`src/rtl/core_data_req_buffer.sv`:
```
// core_data_req_buffer: decoupling buffer between a cluster core data port and
// its interconnect master port. Core requests are registered in a small FIFO and
// issued in order. The block tracks in-flight requests (queued plus issued but not
// yet answered) so that no more than MAX_OUTSTANDING are ever accepted. Responses
// return in order and are not buffered.
// Optional build macro CORE_DATA_BUF_PERF_EN adds saturating stall and request
// counters (perf_stall_o, perf_req_o).

package core_data_pkg;
  typedef struct packed {
    logic        req;
    logic [31:0] add;
    logic        we;
    logic [31:0] data;
    logic [3:0]  be;
  } core_data_req_t;

  typedef struct packed {
    logic        gnt;
    logic [31:0] r_data;
    logic        r_valid;
  } core_data_rsp_t;
endpackage

module core_data_req_buffer
  import core_data_pkg::*;
#(
  parameter int DEPTH           = 2,
  parameter int MAX_OUTSTANDING = 4
) (
  input  logic           clk_i,
  input  logic           rst_i,
  input  core_data_req_t core_req_i,
  output core_data_rsp_t core_rsp_o,
  output core_data_req_t mem_req_o,
  input  core_data_rsp_t mem_rsp_i,
  output logic           busy_o,
  output logic           err_o
`ifdef CORE_DATA_BUF_PERF_EN
  ,
  output logic [31:0]    perf_stall_o,
  output logic [31:0]    perf_req_o
`endif
);

  localparam int AW = (DEPTH > 1) ? $clog2(DEPTH) : 1;
  localparam int CW = $clog2(DEPTH + 1);
  localparam int OW = $clog2(MAX_OUTSTANDING + 1);
  // OW >= CW because MAX_OUTSTANDING >= DEPTH; one extra bit keeps the sum from wrapping.
  localparam int IW = OW + 1;

  core_data_req_t       fifo_mem [DEPTH];
  logic [AW-1:0]        wr_ptr;
  logic [AW-1:0]        rd_ptr;
  logic [CW-1:0]        fifo_cnt;
  logic [OW-1:0]        outst_q;
  logic [IW-1:0]        inflight;
  logic                 gnt;
  logic                 push;
  logic                 pop;
  logic                 rsp_ok;
  logic                 fifo_nempty;

  assign fifo_nempty = (fifo_cnt != '0);
  assign inflight    = IW'(fifo_cnt) + IW'(outst_q);

  // Core grant is judged on registered counts only, so a full FIFO never accepts
  // even while it is popping. Grant and response forwarding are masked during
  // reset so nothing is acknowledged that the reset would then discard.
  always_comb begin
    gnt    = core_req_i.req & ~rst_i & (fifo_cnt < CW'(DEPTH)) &
             (inflight < IW'(MAX_OUTSTANDING));
    push   = gnt;
    pop    = fifo_nempty & mem_rsp_i.gnt;
    rsp_ok = mem_rsp_i.r_valid & (outst_q != '0) & ~rst_i;
  end

  // Core-facing response: grant plus in-order response passed straight through.
  always_comb begin
    core_rsp_o         = '0;
    core_rsp_o.gnt     = gnt;
    core_rsp_o.r_data  = mem_rsp_i.r_data;
    core_rsp_o.r_valid = rsp_ok;
  end

  // Interconnect request is the FIFO head, all-zero when nothing is queued.
  always_comb begin
    mem_req_o = '0;
    if (fifo_nempty) begin
      mem_req_o = fifo_mem[rd_ptr];
    end
  end

  assign busy_o = fifo_nempty | (outst_q != '0);

  // FIFO storage; contents need no reset because the count qualifies them.
  always_ff @(posedge clk_i) begin
    if (push) begin
      fifo_mem[wr_ptr] <= core_req_i;
    end
  end

  // Pointers, occupancy, outstanding count and the sticky spurious-response flag.
  always_ff @(posedge clk_i) begin
    if (rst_i) begin
      wr_ptr   <= '0;
      rd_ptr   <= '0;
      fifo_cnt <= '0;
      outst_q  <= '0;
      err_o    <= 1'b0;
    end else begin
      if (push) begin
        wr_ptr <= wr_ptr + AW'(1);
      end
      if (pop) begin
        rd_ptr <= rd_ptr + AW'(1);
      end
      fifo_cnt <= fifo_cnt + CW'(push) - CW'(pop);
      outst_q  <= outst_q + OW'(pop) - OW'(rsp_ok);
      if (mem_rsp_i.r_valid && (outst_q == '0)) begin
        err_o <= 1'b1;
      end
    end
  end

`ifdef CORE_DATA_BUF_PERF_EN
  // Saturating counters: cycles the core waited for a grant, and accepted requests.
  always_ff @(posedge clk_i) begin
    if (rst_i) begin
      perf_stall_o <= '0;
      perf_req_o   <= '0;
    end else begin
      if (core_req_i.req && !gnt && (perf_stall_o != 32'hFFFF_FFFF)) begin
        perf_stall_o <= perf_stall_o + 32'd1;
      end
      if (push && (perf_req_o != 32'hFFFF_FFFF)) begin
        perf_req_o <= perf_req_o + 32'd1;
      end
    end
  end
`endif

endmodule

```
`config.mk`:
```
export PLATFORM = sky130hd
export DESIGN_NAME = core_data_req_buffer
export DESIGN_NICKNAME = d
export VERILOG_FILES = /design/src/rtl/core_data_req_buffer.sv
export SDC_FILE = /design/constraint.sdc
export NUM_CORES = 1
export LEC_CHECK = 0
export BUFFER_PORTS_ARGS = -buffer_cell sky130_fd_sc_hd__buf_2
export CAP_MARGIN = 30
export CORE_UTILIZATION = 50
export DETAILED_ROUTE_END_ITERATION = 8
export HOLD_SLACK_MARGIN = 0.03
export PLACE_DENSITY = 0.91
export REMOVE_ABC_BUFFERS = 1
export SLEW_MARGIN = 15
export SYNTH_ARGS = -nofsm -noshare
export SYNTH_HDL_FRONTEND = slang
export SYNTH_SLANG_ARGS = --single-unit
```
`constraint.sdc`:
```
create_clock -name clk_i -period 5.7 [get_ports clk_i]
set_input_delay 0.57 -clock clk_i [delete_from_list [all_inputs] [get_ports clk_i]]
set_output_delay 0.57 -clock clk_i [all_outputs]
set_load 0.05 [all_outputs]
```
==> flow_metrics.tcl <==
set metrics [dict create \
    status "finished, final reports clean" \
    whs_path_depth 1 \
    rsz0062_at_grt "false" \
    clockPowerShare 0.248 \
    finalCriticalPeriod_ps 2970 \
    place_area_mm2 0.00657 \
    swShare 0.437 \
    max_freq_mhz 337 \
    fin_crit_sh 0.520 \
    drive_above_1_share 0.363 \
    min_from "core_req_i[14]" \
    crit_required_ps 5130 \
    numCtsBuffers 17 \
    pre_cts_slack_ps 2230 \
    synth.top_cells.by_area "edfxtp_1 71%, mux2i_1 12%, nor2_1 4.9%, buf_4 4.3%, dfxtp_1 3.0%" \
    die_w_um 111 \
    cts_setup_buffers 0 \
    reg2reg_depth 6 \
    syn_to_final_growth_pct 21.4 \
    ys_warn_count 0 \
    synth_cell_types 23 \
    grt_usage 0.196 \
    fin_tns_setup_ps 0 \
    grt_pass1_vias 3446 \
    gp_congestion 0.735 \
    p_seq_frac 0.329 \
    core_mm2 0.0115 \
    rr_startpoint "fifo_cnt[1]" \
    r2r_end "fifo_mem[0][9]" \
    power.total_uw 4430 \
    fin_ws_ps 2730 \
    power_frac_comb 0.422 \
    hpwl_um 8070 \
    grt_first_pass_wirelength_um 18100 \
    worst_pin_slew_ps 787 \
    num_rows 39 \
    start_util 0.517 \
    root_buffer "clkbuf_16" \
    drtIter0Drc 262 \
    wl_per_cell_um 18.2 \
    port_buffers 147 \
    grt_max_degree 71 \
    finalSetupViolations 0 \
    ys_seq_area_frac 0.739 \
    htreeDepth 4 \
    fill_cells 826 \
    cts_buffer_depth 2 \
    routed_wl_um 11800 \
    cts_tree "yes" \
    drv_cap 0 \
    worstPathBufferInverterCount 2 \
    die_y_um 111 \
    slew_headroom 0.474 \
    vdd_drop_max_mv 0.423 \
    yosysTopAreaCell "edfxtp_1" \
    mostFrequentLayoutCell "buf_2" \
    clock-sinks 149 \
    hold_viol_final 0 \
    fin_skew_ps 11.5 \
    via_per_inst 5.17 \
    crit_path_end_kind "primary output" \
    pin_count 212 \
    pwr_density_cell_mw_per_mm2 616 \
    whs_ps 352 \
    remaining_drc_errors 0 \
    multi_input_area_mm2 0.00122 \
    grt-ovfl-total 0 \
    cp-start-kind "register" \
    postSynthAreaPerCell_um2 15.8 \
    critPathKind "register to primary output" \
    vias 3371 \
    holdBufCountCts 0 \
    synth_top_area_share 0.709 \
    ant_nets 0 \
    p_int_uw 2490 \
    crit_family "buffers and inverters" \
    grt_antenna_before_repair 0 \
    slew_violations 0 \
    drt_pass1_iterations 5 \
    die_area_mm2 0.0123 \
    switchingPower_uw 1940 \
    synthCells 376 \
    min_path_type "input port to register" \
    ys_seq_elements 149 \
    crit_fanout 39 \
    synth_area_mm2 0.00593 \
    slowest_delay_ps 700 \
    final_nets 609 \
    r2r_slack_ps 2890 \
    clk_pin_slew_ps 60 \
    crit_slowest_cell "dfxtp_4" \
    seqCellArea_mm2 0.00439 \
    worstPathCellList "buf_4, mux2i_1, nor2_1, buf_2" \
    stdcell_area_mm2 0.00720 \
    post_cts_resized 0 \
    p_leak_uw 0.00279 \
    insertion_delay_ps 410 \
    final_cell_mix "147 x buf_2, 140 x edfxtp_1, 76 x nor2_1" \
    n_antenna_cell 0 \
    arrival_ps 2400 \
    holdPathEnd "fifo_mem[1][14]" \
]
==> area by class of cell <==
type	count	share of cell area
inverter	5	0.00261
clock inverter	12	0.0215
tap	143	0.0248
clock buffer	19	0.0601
timing repair buffer	152	0.112
multi-input combinational	172	0.170
sequential	149	0.609
==> state kept, by name (all words and copies together) (netlist names), named ones only <==
signal / flops
fifo_mem: 140
outst_q: 3
err_o: 1
rd_ptr: 1
wr_ptr: 1
fifo_cnt: 2
==> worst register-to-register path, stage by stage, from the launching register on <==
cell,delay [ps]
dfxtp_1,380
ha_1,220
or4b_1,460
a311o_1,440
nor2_4,220
buf_12,230
buf_4,470
==> worst max path at each step <==
stage / endpoint / cells after the start / from
6_report: mem_req_o[8] / 4 / register
3_5_place_dp: fifo_mem[0][13] / 5 / rst_i
2_1_floorplan: fifo_mem[0][0] / 3 / rst_i
4_1_cts: fifo_mem[0][9] / 5 / fifo_cnt[1]
3_3_place_gp: fifo_mem[0][62] / 5 / rst_i
5_1_grt: mem_req_o[49] / 4 / register
==> logic make-up (layout without fill, tap and decap cells) <==
kind of cell | count (synthesis) | in the layout | share of synthesized area
fa+ha+maj | 6 | 6 | 0.0139
simple gates | 88 | 88 | 0.0599
flops | 149 | 149 | 0.739
buf+inv | 55 | 188 | 0.0578
compound gates | 3 | 3 | 0.00337
xor+xnor | 4 | 4 | 0.00591
mux | 71 | 71 | 0.120
==> metrics by stage <==
stage | util | cells
after floorplan | - | 326
after global placement | 0.573 | 619
after detailed placement | 0.573 | 619
after CTS | 0.624 | 650
after global routing | 0.628 | 652
final | 0.628 | 652
==> power groups by stage <==
stage / combinational, µW / clock [µW] / sequential (µW)
final: 1870 / 1100 / 1460
after global routing: 1970 / 1160 / 1480
after CTS: 1880 / 1120 / 1460
after detailed placement: 1870 / 0 / 1490
after global placement: 1840 / 0 / 1470
after floorplan: 1430 / 0 / 1510
==> Yosys cell counts, drive strengths merged <==
library cell / instances
xnor2: 1
nand2: 1
and2: 2
a21oi: 1
clkbuf: 9
fa: 1
nor2: 78
mux2i: 71
nor3: 2
xor2: 3
nand2b: 1
a311o: 1
nor3b: 1
o21ai: 1
inv: 5
dfxtp: 9
nor2b: 2
ha: 5
edfxtp: 140
buf: 41
or4b: 1
==> metal layers <==
metal,up-vias,share of wire,global-route usage
met4,2,0.0086,0.0720
met2,153,0.48,0.298
li1,1565,-,-
met3,11,0.093,0.0973
met5,-,0.0042,0.0417
met1,1640,0.41,0.239
Power figures use the tool's default switching activity.
